File: config.mk
export PLATFORM = sky130hd
export DESIGN_NAME = ctrl_hazard_unit_flat
export DESIGN_NICKNAME = d
export VERILOG_FILES = /design/src/rtl/ctrl_pkg.sv /design/src/rtl/ctrl_hazard_unit_if.sv /design/src/rtl/inst_decoder.sv /design/src/rtl/ctrl_hazard_unit.sv /design/src/flat_wrapper.sv
export SDC_FILE = /design/constraint.sdc
export NUM_CORES = 1
export LEC_CHECK = 0
export ABC_AREA = 0
export CORE_MARGIN = 3
export CORE_UTILIZATION = 43
export CTS_CLUSTER_SIZE = 28
export DETAILED_ROUTE_END_ITERATION = 8
export PLACE_DENSITY = 0.78
export SYNTH_ARGS = -nofsm -noshare
export SYNTH_HDL_FRONTEND = slang
export SYNTH_SLANG_ARGS = --single-unit
File: constraint.sdc
create_clock -name cpu_clk -period 2.5 [get_ports cpu_clk]
set_clock_uncertainty 0.15 [all_clocks]
set_input_delay 0.75 -clock cpu_clk [delete_from_list [all_inputs] [get_ports cpu_clk]]
set_output_delay 0.75 -clock cpu_clk [all_outputs]
set_load 0.1 [all_outputs]
File: src/rtl/ctrl_pkg.sv
// Shared constants and types for the miniRV decode / hazard control slice.
package ctrl_pkg;

  localparam logic [3:0] ALU_ADD  = 4'd0;
  localparam logic [3:0] ALU_SUB  = 4'd1;
  localparam logic [3:0] ALU_AND  = 4'd2;
  localparam logic [3:0] ALU_OR   = 4'd3;
  localparam logic [3:0] ALU_XOR  = 4'd4;
  localparam logic [3:0] ALU_SLL  = 4'd5;
  localparam logic [3:0] ALU_SRL  = 4'd6;
  localparam logic [3:0] ALU_SRA  = 4'd7;
  localparam logic [3:0] ALU_SLT  = 4'd8;
  localparam logic [3:0] ALU_SLTU = 4'd9;
  localparam logic [3:0] ALU_BEQ  = 4'd10;
  localparam logic [3:0] ALU_BNE  = 4'd11;
  localparam logic [3:0] ALU_BLT  = 4'd12;
  localparam logic [3:0] ALU_BGE  = 4'd13;
  localparam logic [3:0] ALU_BLTU = 4'd14;
  localparam logic [3:0] ALU_BGEU = 4'd15;

  localparam logic [1:0] WSEL_ALU  = 2'd0;
  localparam logic [1:0] WSEL_DRAM = 2'd1;
  localparam logic [1:0] WSEL_PC4  = 2'd2;
  localparam logic [1:0] WSEL_EXT  = 2'd3;

  localparam logic [2:0] SEXT_I = 3'd0;
  localparam logic [2:0] SEXT_S = 3'd1;
  localparam logic [2:0] SEXT_B = 3'd2;
  localparam logic [2:0] SEXT_U = 3'd3;
  localparam logic [2:0] SEXT_J = 3'd4;

  localparam logic ALUA_RS1 = 1'b0;
  localparam logic ALUA_PC  = 1'b1;
  localparam logic ALUB_RS2 = 1'b0;
  localparam logic ALUB_EXT = 1'b1;

  localparam logic [1:0] FWD_RF    = 2'd0;
  localparam logic [1:0] FWD_EXMEM = 2'd1;
  localparam logic [1:0] FWD_MEMWB = 2'd2;
  localparam logic [1:0] FWD_WB    = 2'd3;

  localparam logic [2:0] BR_BTYPE = 3'b100;
  localparam logic [2:0] BR_JAL   = 3'b010;
  localparam logic [2:0] BR_JALR  = 3'b001;

  localparam logic [6:0] OP_R      = 7'b0110011;
  localparam logic [6:0] OP_IMM    = 7'b0010011;
  localparam logic [6:0] OP_LOAD   = 7'b0000011;
  localparam logic [6:0] OP_STORE  = 7'b0100011;
  localparam logic [6:0] OP_BRANCH = 7'b1100011;
  localparam logic [6:0] OP_JAL    = 7'b1101111;
  localparam logic [6:0] OP_JALR   = 7'b1100111;
  localparam logic [6:0] OP_LUI    = 7'b0110111;
  localparam logic [6:0] OP_AUIPC  = 7'b0010111;

  typedef struct packed {
    logic       rf_we;
    logic [1:0] rf_wsel;
    logic [3:0] alu_op;
    logic       alua_sel;
    logic       alub_sel;
    logic       ram_we;
    logic [2:0] br;
  } ctrl_bundle_t;

  typedef struct packed {
    logic       valid;
    logic       rf_we;
    logic [4:0] rd;
    logic       is_load;
  } trk_t;

  function automatic logic [3:0] alu_from_f3(input logic [2:0] f3, input logic alt);
    case (f3)
      3'b000:  return alt ? ALU_SUB : ALU_ADD;
      3'b001:  return ALU_SLL;
      3'b010:  return ALU_SLT;
      3'b011:  return ALU_SLTU;
      3'b100:  return ALU_XOR;
      3'b101:  return alt ? ALU_SRA : ALU_SRL;
      3'b110:  return ALU_OR;
      default: return ALU_AND;
    endcase
  endfunction

  // x0 is hard-wired, so a write to it never creates a dependency.
  function automatic logic trk_hit(input trk_t t, input logic used, input logic [4:0] rs);
    return used & t.valid & t.rf_we & (t.rd != 5'd0) & (t.rd == rs);
  endfunction

endpackage

File: src/rtl/ctrl_hazard_unit_if.sv
// Pipeline-side connection of the hazard unit: ID instruction in, stall/flush and EX control out.
interface ctrl_hazard_unit_if;
  logic [31:0] id_inst_i;
  logic        id_valid_i;
  logic        ex_br_taken_i;
  logic [2:0]  id_sext_op_o;
  logic        stall_pc_o;
  logic        stall_ifid_o;
  logic        flush_ifid_o;
  logic        ex_rf_we_o;
  logic [1:0]  ex_rf_wsel_o;
  logic [3:0]  ex_alu_op_o;
  logic        ex_alua_sel_o;
  logic        ex_alub_sel_o;
  logic        ex_ram_we_o;
  logic [2:0]  ex_br_o;
  logic [1:0]  ex_fwd_a_o;
  logic [1:0]  ex_fwd_b_o;

  modport master (
    output id_inst_i, id_valid_i, ex_br_taken_i,
    input  id_sext_op_o, stall_pc_o, stall_ifid_o, flush_ifid_o,
    input  ex_rf_we_o, ex_rf_wsel_o, ex_alu_op_o, ex_alua_sel_o, ex_alub_sel_o,
    input  ex_ram_we_o, ex_br_o, ex_fwd_a_o, ex_fwd_b_o
  );

  modport slave (
    input  id_inst_i, id_valid_i, ex_br_taken_i,
    output id_sext_op_o, stall_pc_o, stall_ifid_o, flush_ifid_o,
    output ex_rf_we_o, ex_rf_wsel_o, ex_alu_op_o, ex_alua_sel_o, ex_alub_sel_o,
    output ex_ram_we_o, ex_br_o, ex_fwd_a_o, ex_fwd_b_o
  );
endinterface

File: src/rtl/inst_decoder.sv
// Combinational opcode/funct3/funct7 decode of one RV32I word into the control bundle.
module inst_decoder
  import ctrl_pkg::*;
(
  input  logic [31:0]  inst_i,
  output ctrl_bundle_t ctrl_o,
  output logic [2:0]   sext_op_o,
  output logic         use_rs1_o,
  output logic         use_rs2_o,
  output logic         is_load_o
);

  logic [6:0] opcode;
  logic [2:0] funct3;
  logic       f7b5;
  logic       unused_bits;

  assign opcode      = inst_i[6:0];
  assign funct3      = inst_i[14:12];
  assign f7b5        = inst_i[30];
  assign unused_bits = ^{inst_i[31], inst_i[29:15], inst_i[11:7]};

  always_comb begin
    ctrl_o    = '0;
    sext_op_o = SEXT_I;
    use_rs1_o = 1'b0;
    use_rs2_o = 1'b0;
    is_load_o = 1'b0;
    case (opcode)
      OP_R: begin
        ctrl_o.rf_we  = 1'b1;
        ctrl_o.alu_op = alu_from_f3(funct3, f7b5);
        use_rs1_o     = 1'b1;
        use_rs2_o     = 1'b1;
      end
      OP_IMM: begin
        ctrl_o.rf_we    = 1'b1;
        ctrl_o.alub_sel = ALUB_EXT;
        // funct7[5] only selects SRAI; for ADDI it is immediate bits.
        ctrl_o.alu_op   = alu_from_f3(funct3, (funct3 == 3'b101) & f7b5);
        use_rs1_o       = 1'b1;
      end
      OP_LOAD: begin
        ctrl_o.rf_we    = 1'b1;
        ctrl_o.rf_wsel  = WSEL_DRAM;
        ctrl_o.alub_sel = ALUB_EXT;
        use_rs1_o       = 1'b1;
        is_load_o       = 1'b1;
      end
      OP_STORE: begin
        ctrl_o.ram_we   = 1'b1;
        ctrl_o.alub_sel = ALUB_EXT;
        sext_op_o       = SEXT_S;
        use_rs1_o       = 1'b1;
        use_rs2_o       = 1'b1;
      end
      OP_BRANCH: begin
        sext_op_o = SEXT_B;
        if (funct3[2:1] != 2'b01) begin
          ctrl_o.br = BR_BTYPE;
          use_rs1_o = 1'b1;
          use_rs2_o = 1'b1;
          case (funct3)
            3'b000:  ctrl_o.alu_op = ALU_BEQ;
            3'b001:  ctrl_o.alu_op = ALU_BNE;
            3'b100:  ctrl_o.alu_op = ALU_BLT;
            3'b101:  ctrl_o.alu_op = ALU_BGE;
            3'b110:  ctrl_o.alu_op = ALU_BLTU;
            default: ctrl_o.alu_op = ALU_BGEU;
          endcase
        end
      end
      OP_JAL: begin
        ctrl_o.rf_we   = 1'b1;
        ctrl_o.rf_wsel = WSEL_PC4;
        ctrl_o.br      = BR_JAL;
        sext_op_o      = SEXT_J;
      end
      OP_JALR: begin
        ctrl_o.rf_we    = 1'b1;
        ctrl_o.rf_wsel  = WSEL_PC4;
        ctrl_o.alub_sel = ALUB_EXT;
        ctrl_o.br       = BR_JALR;
        use_rs1_o       = 1'b1;
      end
      OP_LUI: begin
        ctrl_o.rf_we   = 1'b1;
        ctrl_o.rf_wsel = WSEL_EXT;
        sext_op_o      = SEXT_U;
      end
      OP_AUIPC: begin
        ctrl_o.rf_we    = 1'b1;
        ctrl_o.alua_sel = ALUA_PC;
        ctrl_o.alub_sel = ALUB_EXT;
        sext_op_o       = SEXT_U;
      end
      default: ;
    endcase
  end

endmodule

File: src/rtl/ctrl_hazard_unit.sv
// ID decode into the ID/EX control register, EX/MEM/WB destination tracking,
// stall/flush generation, forwarding selects and saturating hazard counters.
module ctrl_hazard_unit
  import ctrl_pkg::*;
#(
  parameter int unsigned FWD_EN    = 1,
  parameter int unsigned RF_BYPASS = 1,
  parameter int unsigned CNT_W     = 16
) (
  input  logic              cpu_clk,
  input  logic              cpu_rst,
  ctrl_hazard_unit_if.slave pipe,
  output logic [CNT_W-1:0]  stall_cnt_o,
  output logic [CNT_W-1:0]  flush_cnt_o
);

  ctrl_bundle_t id_ctrl;
  logic [2:0]   id_sext;
  logic         id_use_rs1, id_use_rs2, id_is_load;
  logic [4:0]   rs1, rs2, rd;

  inst_decoder u_dec (
    .inst_i    (pipe.id_inst_i),
    .ctrl_o    (id_ctrl),
    .sext_op_o (id_sext),
    .use_rs1_o (id_use_rs1),
    .use_rs2_o (id_use_rs2),
    .is_load_o (id_is_load)
  );

  assign rs1 = pipe.id_inst_i[19:15];
  assign rs2 = pipe.id_inst_i[24:20];
  assign rd  = pipe.id_inst_i[11:7];

  trk_t             ex_trk_q, mem_trk_q, wb_trk_q, ex_trk_d;
  ctrl_bundle_t     ex_ctrl_q;
  logic [1:0]       fwd_a_q, fwd_b_q, fwd_a_d, fwd_b_d;
  logic [CNT_W-1:0] stall_cnt_q, flush_cnt_q;

  logic u1, u2, a_ex, a_mem, a_wb, b_ex, b_mem, b_wb;
  logic hazard, stall, flush, bubble;

  always_comb begin
    u1    = pipe.id_valid_i & id_use_rs1;
    u2    = pipe.id_valid_i & id_use_rs2;
    a_ex  = trk_hit(ex_trk_q,  u1, rs1);
    a_mem = trk_hit(mem_trk_q, u1, rs1);
    a_wb  = trk_hit(wb_trk_q,  u1, rs1);
    b_ex  = trk_hit(ex_trk_q,  u2, rs2);
    b_mem = trk_hit(mem_trk_q, u2, rs2);
    b_wb  = trk_hit(wb_trk_q,  u2, rs2);
    hazard  = 1'b0;
    fwd_a_d = FWD_RF;
    fwd_b_d = FWD_RF;
    if (FWD_EN != 0) begin
      hazard = (a_ex | b_ex) & ex_trk_q.is_load;
      // Youngest producer wins so the most recent value is forwarded.
      if (a_ex)                        fwd_a_d = FWD_EXMEM;
      else if (a_mem)                  fwd_a_d = FWD_MEMWB;
      else if (a_wb && RF_BYPASS == 0) fwd_a_d = FWD_WB;
      if (b_ex)                        fwd_b_d = FWD_EXMEM;
      else if (b_mem)                  fwd_b_d = FWD_MEMWB;
      else if (b_wb && RF_BYPASS == 0) fwd_b_d = FWD_WB;
    end else begin
      hazard = a_ex | b_ex | a_mem | b_mem | ((a_wb | b_wb) & (RF_BYPASS == 0));
    end
    flush    = pipe.ex_br_taken_i & ~cpu_rst;
    stall    = hazard & ~pipe.ex_br_taken_i & ~cpu_rst;
    bubble   = stall | pipe.ex_br_taken_i | ~pipe.id_valid_i;
    ex_trk_d = '{valid: 1'b1, rf_we: id_ctrl.rf_we, rd: rd, is_load: id_is_load};
  end

  always_ff @(posedge cpu_clk or posedge cpu_rst) begin
    if (cpu_rst) begin
      ex_trk_q    <= '0;
      mem_trk_q   <= '0;
      wb_trk_q    <= '0;
      ex_ctrl_q   <= '0;
      fwd_a_q     <= '0;
      fwd_b_q     <= '0;
      stall_cnt_q <= '0;
      flush_cnt_q <= '0;
    end else begin
      wb_trk_q  <= mem_trk_q;
      mem_trk_q <= ex_trk_q;
      if (bubble) begin
        ex_trk_q  <= '0;
        ex_ctrl_q <= '0;
        fwd_a_q   <= '0;
        fwd_b_q   <= '0;
      end else begin
        ex_trk_q  <= ex_trk_d;
        ex_ctrl_q <= id_ctrl;
        fwd_a_q   <= fwd_a_d;
        fwd_b_q   <= fwd_b_d;
      end
      if (stall && stall_cnt_q != '1)
        stall_cnt_q <= stall_cnt_q + CNT_W'(1);
      if (pipe.ex_br_taken_i && flush_cnt_q != '1)
        flush_cnt_q <= flush_cnt_q + CNT_W'(1);
    end
  end

  assign pipe.id_sext_op_o  = id_sext;
  assign pipe.stall_pc_o    = stall;
  assign pipe.stall_ifid_o  = stall;
  assign pipe.flush_ifid_o  = flush;
  assign pipe.ex_rf_we_o    = ex_ctrl_q.rf_we;
  assign pipe.ex_rf_wsel_o  = ex_ctrl_q.rf_wsel;
  assign pipe.ex_alu_op_o   = ex_ctrl_q.alu_op;
  assign pipe.ex_alua_sel_o = ex_ctrl_q.alua_sel;
  assign pipe.ex_alub_sel_o = ex_ctrl_q.alub_sel;
  assign pipe.ex_ram_we_o   = ex_ctrl_q.ram_we;
  assign pipe.ex_br_o       = ex_ctrl_q.br;
  assign pipe.ex_fwd_a_o    = fwd_a_q;
  assign pipe.ex_fwd_b_o    = fwd_b_q;
  assign stall_cnt_o        = stall_cnt_q;
  assign flush_cnt_o        = flush_cnt_q;

endmodule

File: src/flat_wrapper.sv
// flat-port wrapper written by rule: the top's interface ports become plain ports
module ctrl_hazard_unit_flat import ctrl_pkg::*;
#(
  parameter int unsigned FWD_EN    = 1,
  parameter int unsigned RF_BYPASS = 1,
  parameter int unsigned CNT_W     = 16
)
  (cpu_clk, cpu_rst, stall_cnt_o, flush_cnt_o, pipe_id_inst_i, pipe_id_valid_i, pipe_ex_br_taken_i, pipe_id_sext_op_o, pipe_stall_pc_o, pipe_stall_ifid_o, pipe_flush_ifid_o, pipe_ex_rf_we_o, pipe_ex_rf_wsel_o, pipe_ex_alu_op_o, pipe_ex_alua_sel_o, pipe_ex_alub_sel_o, pipe_ex_ram_we_o, pipe_ex_br_o, pipe_ex_fwd_a_o, pipe_ex_fwd_b_o);
  ctrl_hazard_unit_if pipe_i ();
  input  logic cpu_clk;
  input  logic cpu_rst;
  output logic [CNT_W-1:0] stall_cnt_o;
  output logic [CNT_W-1:0] flush_cnt_o;
  input wire logic [$bits(pipe_i.id_inst_i)-1:0] pipe_id_inst_i;
  input wire logic [$bits(pipe_i.id_valid_i)-1:0] pipe_id_valid_i;
  input wire logic [$bits(pipe_i.ex_br_taken_i)-1:0] pipe_ex_br_taken_i;
  output wire logic [$bits(pipe_i.id_sext_op_o)-1:0] pipe_id_sext_op_o;
  output wire logic [$bits(pipe_i.stall_pc_o)-1:0] pipe_stall_pc_o;
  output wire logic [$bits(pipe_i.stall_ifid_o)-1:0] pipe_stall_ifid_o;
  output wire logic [$bits(pipe_i.flush_ifid_o)-1:0] pipe_flush_ifid_o;
  output wire logic [$bits(pipe_i.ex_rf_we_o)-1:0] pipe_ex_rf_we_o;
  output wire logic [$bits(pipe_i.ex_rf_wsel_o)-1:0] pipe_ex_rf_wsel_o;
  output wire logic [$bits(pipe_i.ex_alu_op_o)-1:0] pipe_ex_alu_op_o;
  output wire logic [$bits(pipe_i.ex_alua_sel_o)-1:0] pipe_ex_alua_sel_o;
  output wire logic [$bits(pipe_i.ex_alub_sel_o)-1:0] pipe_ex_alub_sel_o;
  output wire logic [$bits(pipe_i.ex_ram_we_o)-1:0] pipe_ex_ram_we_o;
  output wire logic [$bits(pipe_i.ex_br_o)-1:0] pipe_ex_br_o;
  output wire logic [$bits(pipe_i.ex_fwd_a_o)-1:0] pipe_ex_fwd_a_o;
  output wire logic [$bits(pipe_i.ex_fwd_b_o)-1:0] pipe_ex_fwd_b_o;
  assign pipe_i.id_inst_i = pipe_id_inst_i;
  assign pipe_i.id_valid_i = pipe_id_valid_i;
  assign pipe_i.ex_br_taken_i = pipe_ex_br_taken_i;
  assign pipe_id_sext_op_o = pipe_i.id_sext_op_o;
  assign pipe_stall_pc_o = pipe_i.stall_pc_o;
  assign pipe_stall_ifid_o = pipe_i.stall_ifid_o;
  assign pipe_flush_ifid_o = pipe_i.flush_ifid_o;
  assign pipe_ex_rf_we_o = pipe_i.ex_rf_we_o;
  assign pipe_ex_rf_wsel_o = pipe_i.ex_rf_wsel_o;
  assign pipe_ex_alu_op_o = pipe_i.ex_alu_op_o;
  assign pipe_ex_alua_sel_o = pipe_i.ex_alua_sel_o;
  assign pipe_ex_alub_sel_o = pipe_i.ex_alub_sel_o;
  assign pipe_ex_ram_we_o = pipe_i.ex_ram_we_o;
  assign pipe_ex_br_o = pipe_i.ex_br_o;
  assign pipe_ex_fwd_a_o = pipe_i.ex_fwd_a_o;
  assign pipe_ex_fwd_b_o = pipe_i.ex_fwd_b_o;
  ctrl_hazard_unit #(.FWD_EN(FWD_EN), .RF_BYPASS(RF_BYPASS), .CNT_W(CNT_W)) u_core (.cpu_clk(cpu_clk), .cpu_rst(cpu_rst), .pipe(pipe_i), .stall_cnt_o(stall_cnt_o), .flush_cnt_o(flush_cnt_o));
endmodule
Word-level counts from Yosys, hierarchy flattened
Cells that the tools add are included.
{"block": "totals", "ff_bits": 64, "output_inout_bits": 55, "wordCells": 111}
{"block": "classes", "add_sub_neg": 2, "n_eq_ne": 22, "mux": 29, "bitwise_logic": 29, "reduce_logical": 11}
{"op": "4-bit one-hot mux with 7 select lines", "n": 2}
{"op": "16-bit by 1-bit adder with 16-bit output, second input constant", "n": 2}
{"op": "16-bit inequality test, second input constant", "n": 2}
{"op": "1-bit AND", "n": 23}
{"op": "7-bit by 6-bit equality test with 1-bit output, second input constant", "n": 3}
{"op": "7-bit equality test, second input constant", "n": 3}
{"op": "5-bit equality test", "n": 4}
{"op": "3-bit one-hot mux with 5 select lines", "n": 1}
{"op": "7-bit by 5-bit equality test with 1-bit output, second input constant", "n": 2}
{"op": "13-bit two-way mux", "n": 1}
{"op": "2-bit two-way mux", "n": 6}
{"op": "3-bit one-hot mux with 4 select lines", "n": 1}
{"op": "4-bit one-hot mux with 3 select lines", "n": 1}
{"op": "1-bit two-way mux", "n": 10}
{"op": "5-bit nonzero test", "n": 2}
{"op": "5-bit OR reduction", "n": 2}
{"op": "3-bit equality test, second input constant", "n": 3}
{"op": "3-bit one-hot mux with 3 select lines", "n": 1}
{"op": "8-bit two-way mux", "n": 1}
{"op": "7-bit by 2-bit equality test with 1-bit output, second input constant", "n": 1}
{"op": "7-bit OR reduction", "n": 1}
{"op": "3-bit by 2-bit equality test with 1-bit output, second input constant", "n": 2}
{"op": "2-bit one-hot mux with 3 select lines", "n": 1}
{"op": "2-bit OR reduction", "n": 3}
{"op": "other kinds (9)", "n": 15}

Depth between registers and ports, before layout
{"block": "depth", "ltp_word": 15, "mapped_depth": 10, "depth_no_buf": 7}

Modules after synthesis
From an unflattened synthesis, not the netlist that was laid out.
{"block": "hier_totals", "hier_cells": 307, "hier_area_um2": 3141.8}
{"module": "ctrl_hazard_unit", "n_inst": 1, "cells_per_inst": 238, "area_per_inst_um2": 2763.9, "seq_area_each_um2": 1576.5}
{"module": "inst_decoder", "n_inst": 1, "cells_per_inst": 69, "area_per_inst_um2": 377.9, "seq_area_each_um2": 0.0}

Worst setup path after synthesis
OpenSTA, ideal clock, no wires.
{"block": "synth_path", "path_kind": "register -> output", "startpoint": "register u_core.pipe.ex_rf_we_o (netlist name)", "endpoint": "output port pipe_stall_pc_o", "t_arrival_ps": 3559, "required_time_ps": 1600, "slack_ps": -1959, "stages_incl_launch_ff": 7, "cell_sequence": "dfrtp_1 > nand2_1 > nor4_1 > nand4_1 > o22a_1 > nor2_1 > buf_4"}
{"element": "end: declaration", "line_no": "flat_wrapper.sv:18", "text": "output wire logic [$bits(pipe_i.stall_pc_o)-1:0] pipe_stall_pc_o;"}

Final worst setup path
{"block": "layout_path", "startpoint": "input port pipe_id_inst_i[20]", "endpoint": "output port pipe_stall_ifid_o"}
{"block": "layout_between", "elab_chain_len": 6}
{"element": "start: declaration", "line_no": "flat_wrapper.sv:14", "text": "input wire logic [$bits(pipe_i.id_inst_i)-1:0] pipe_id_inst_i;"}
{"element": "5-bit equality test", "line_no": "ctrl_pkg.sv:88", "text": "return used & t.valid & t.rf_we & (t.rd != 5'd0) & (t.rd == rs);"}
{"element": "1-bit AND", "line_no": "ctrl_pkg.sv:88"}
{"element": "1-bit bitwise OR", "line_no": "ctrl_hazard_unit.sv:56", "text": "hazard = (a_ex | b_ex) & ex_trk_q.is_load;"}
{"element": "1-bit AND", "line_no": "ctrl_hazard_unit.sv:56"}
{"element": "1-bit AND (2 in a row)", "line_no": "ctrl_hazard_unit.sv:68", "text": "stall = hazard & ~pipe.ex_br_taken_i & ~cpu_rst;"}
{"element": "end: declaration", "line_no": "flat_wrapper.sv:19", "text": "output wire logic [$bits(pipe_i.stall_ifid_o)-1:0] pipe_stall_ifid_o;"}
No other way between the ends.

==> summary.txt <==
Critical path
  – Worst-path maximum fanout: 2
  – Reg2Reg Setup Slack: around 60 ps
  – CP Data Required Time: 1600 ps
  – Crit Path Class: in -> out
  – Worst-path cell chain: buf_6, xor2_2, nor4_2, nand4_1, o22a_1, nor2_4, buf_12
  – Critical Path Max Stage Delay: approximately 290 ps
  – Worst Setup SP: pipe_id_inst_i[20]
  – Endpoint class of the critical path: output port
  – RR Startpoint: u_core.ex_trk_q[1]
  – Crit start category: input port
  – Worst Path Arrival: 2090 ps
  – Crit path max-delay cell type: o22a_1

Timing
  – Final period util: 119.6%
  – Endpoints failing setup: 44
  – RSZ-0062 raised after global routing: true
  – Final Max Slew Viols: 0
  – Least-Margin Pin Slew: 379.8 ps
  – Final Hold Viols: 0
  – Setup TNS: -3230 ps
  – Setup ws final: -491.0 ps
  – Max_slew headroom: between 70% and 80%
  – Min Clock Period, post-route: about 3000 ps
  – Max frequency: roughly 0.33 GHz

Place
  – Placed Area: 4491 µm²
  – DP Wirelength: between 5 and 6 mm
  – GP Congestion: between 0.8 and 0.9
  – Port buffer count: 84
  – Placed Cells: between 500 and 600

Layout
  – Share of layout cells above drive strength 1: a little over half
  – Fill count: about 460
  – Final #Nets: approximately 510
  – Post-Layout Cell Count: about 580
  – Ant diodes: 0
  – Area growth syn-to-layout: 69.47%
  – Design Area, Final: around 5200 µm²
  – Fin util: approximately three quarters

Logic synthesis
  – Post-synthesis compound-gate area fraction: about 6%
  – Post-Synth Adder-Cell Area: less than 1%
  – Seq/Total Area, Yosys: 51.16%
  – Fraction of the mapped netlist area in simple logic gates: about 24%
  – Area of the mapped netlist: roughly 3000 µm²
  – Top FF cell, synth: dfrtp_1
  – Ranking of synthesized cells by area: dfrtp_1 51%, xnor2_1 8.8%, xor2_1 4.5%, nand3_1 4.2%, and3_1 3.0%
  – Yosys cell types: 45
  – Syn Area/Cell: 10.34 µm²
  – Post-Synth XOR/XNOR Area: 13.36%
  – Share of the synthesized area in the top cell type: around half
  – Post-synthesis mux area share: roughly 1.7%
  – Yosys warns: 0
  – Number of synthesized register bits: 63
  – Yosys top cell by area: dfrtp_1
  – Synth Instances: between 200 and 300
  – Ys async rst share: 100.0%
  – Number of flops mapped to enable cells by yosys: 0
  – Syn Nets: approximately 340
  – Largest family of logic cells by synthesized area: simple AND/OR/NAND/NOR gates

Routing
  – Via count: slightly above 3k
  – Met3 wire length: 657 µm
  – Met2 wire length: 5.127 mm
  – WL final: about 10 mm
  – Via density: between 5 and 6
  – WL met1: ~4 mm
  – Detail Route Antenna Nets: 0
  – Top sig layer: met4
  – Routed wire length per instance: between 15 and 20 µm
  – Remaining DRCs: 0
  – DRT Pass-1 Iters: 4
  – Iter 0 DRT Violations: 142

Clock tree
  – CTS tree: built
  – Clk buf depth: 2
  – H-tree Lvls: 3
  – CTS clk-pin slew, worst paths: ~70 ps
  – Root Buffer: clkbuf_8
  – Clock sinks: 63
  – CTS Buf Count: 9
  – Clock Latency Late Sink: 340 ps

Global route
  – First-pass GRT wire length: around 16 mm
  – GRT overflow: 0
  – Total track usage: about 25%
  – Vias in the first global route: 3232
  – Largest net degree at the start of global routing: between 40 and 50
  – Initial antenna violation count: 0

Floorplan
  – Chip width: 90.66 µm
  – Core footprint: roughly 6900 µm²
  – Top-level I/O count: 91
  – Die Y: about 91 µm
  – Die ar.: slightly above 8000 µm²
  – Core Rows: 30
  – Initial core utilization: between 40% and 50%

Run
  – Total of max-cap violations: 0

Power
  – Power Density: slightly below 600 nW/µm²
  – Final Power: a little over 3000 µW
  – VDD IR max: approximately 0.35 mV
  – Leak: 0.002413 µW

Outcome
  – Violated checks: setup timing
  – Status: complete, but fails checks

Worst hold path
  – Min-delay src: u_core.ex_trk_q[7]
  – Hold WC Path Type: reg -> reg
## metrics by stage
step	hold WS, ps	setup slack, ps
after detailed placement	208.3	-913.8
final	236.1	-491.0
after global placement	208.8	-852.0
after global routing	266.8	-543.8
after CTS	223.7	-509.7
after floorplan	203.5	-734.2
## synthesized netlist by cell type, drive strengths merged, types with 3 or more instances
master / count
dfrtp: 63
nor4: 5
a211oi: 3
buf: 5
xnor2: 31
nand3: 26
nand3b: 4
and2: 8
inv: 5
nand2: 19
nor2: 23
mux2: 3
xor2: 16
nor2b: 4
nand4: 8
and3: 15
nor3: 13
o21ai: 5
clkbuf: 7
and4: 4
a21oi: 6
## cell type report
type	count	area, µm²	area share, %
clock buffer	13	158.9	3.043
inverter	5	23.77	0.4552
multi-input combinational	218	1738	33.28
tap	96	120.1	2.300
timing repair buffer	176	1536	29.42
clock inverter	3	42.54	0.8146
sequential	63	1597	30.57
timing repair inverter	1	6.256	0.1198
## registers in the layout (all words and copies together) (netlist names)
| name | cells |
|---|---|
| u_core.pipe.ex_alua_sel_o | 1 |
| u_core.pipe.ex_alub_sel_o | 1 |
| u_core.flush_cnt_o | 16 |
| u_core.pipe.ex_br_o | 3 |
| u_core.pipe.ex_rf_we_o | 1 |
| u_core.mem_trk_q | 7 |
| u_core.pipe.ex_fwd_a_o | 2 |
| u_core.stall_cnt_o | 16 |
| u_core.pipe.ex_fwd_b_o | 2 |
| u_core.ex_trk_q | 7 |
| u_core.pipe.ex_rf_wsel_o | 2 |
| u_core.pipe.ex_ram_we_o | 1 |
| u_core.pipe.ex_alu_op_o | 4 |
## path summary, 6_finish.rpt
| path | to | cells past startpoint |
|---|---|---|
| min in group asynchronous | u_core.pipe.ex_ram_we_o | 4 |
| max | pipe_stall_ifid_o | 7 |
| min reg2reg | u_core.mem_trk_q[7] | 0 |
| max in group asynchronous | u_core.flush_cnt_o[6] | 4 |
| max reg2reg | u_core.stall_cnt_o[14] | 10 |
| min | u_core.mem_trk_q[7] | 0 |
## power breakdown
group | internal [µW] | leakage [µW] | switching [µW]
registers | 1090 | 0.000832 | 85.6
clock network | 515 | 0.0000996 | 394
logic | 293 | 0.00148 | 665
## what timing repair did
| item | in CTS | in global routing |
|---|---|---|
| buffers inserted | 42 | 4 |
| gates cloned | 1 | 0 |
| endpoints found under the hold margin | 0 | 0 |
| pin swaps | 37 | 20 |
| setup endpoints to repair | 46 | 45 |
| resized for setup | 136 | 22 |
| hold buffers | 0 | 0 |
## cells by family after synthesis
family	count (synthesis)
simple gates	138
flops	63
xor+xnor	47
compound gates	26
buf+inv	17
mux	5
fa+ha+maj	2
## worst max-delay path: cells and delay by family
family / cells / cell delay (ps)
compound gates: 1 / 290
xor+xnor: 1 / 130
buf+inv: 2 / 300
simple gates: 3 / 620
## cells in the final DEF, fill, tap and decap left out, types with 4 or more instances in the layout
master           count
and2_1               4
and2_4               4
and3_1              12
and4_1               4
buf_12               9
buf_2                6
buf_4              124
buf_6               23
clkbuf_8            11
clkdlybuf4s50_1      7
dfrtp_1             47
dfrtp_2             16
dlygate4sd2_1        4
nand2_1             17
nand3_1             16
nand3_2              9
nand4_1              8
nor2_1              16
nor2_2               4
nor3_1               8
xnor2_1             31
xor2_1              14
## routing by layer
layer  vias to the layer above  global-route usage [%]
met5                         -                       0
met3                        41                   5.583
met4                         0                   14.67
li1                       1396                       -
met1                      1460                   29.87
met2                       148                   41.88
Note: power is estimated with default switching activity, not from simulation.
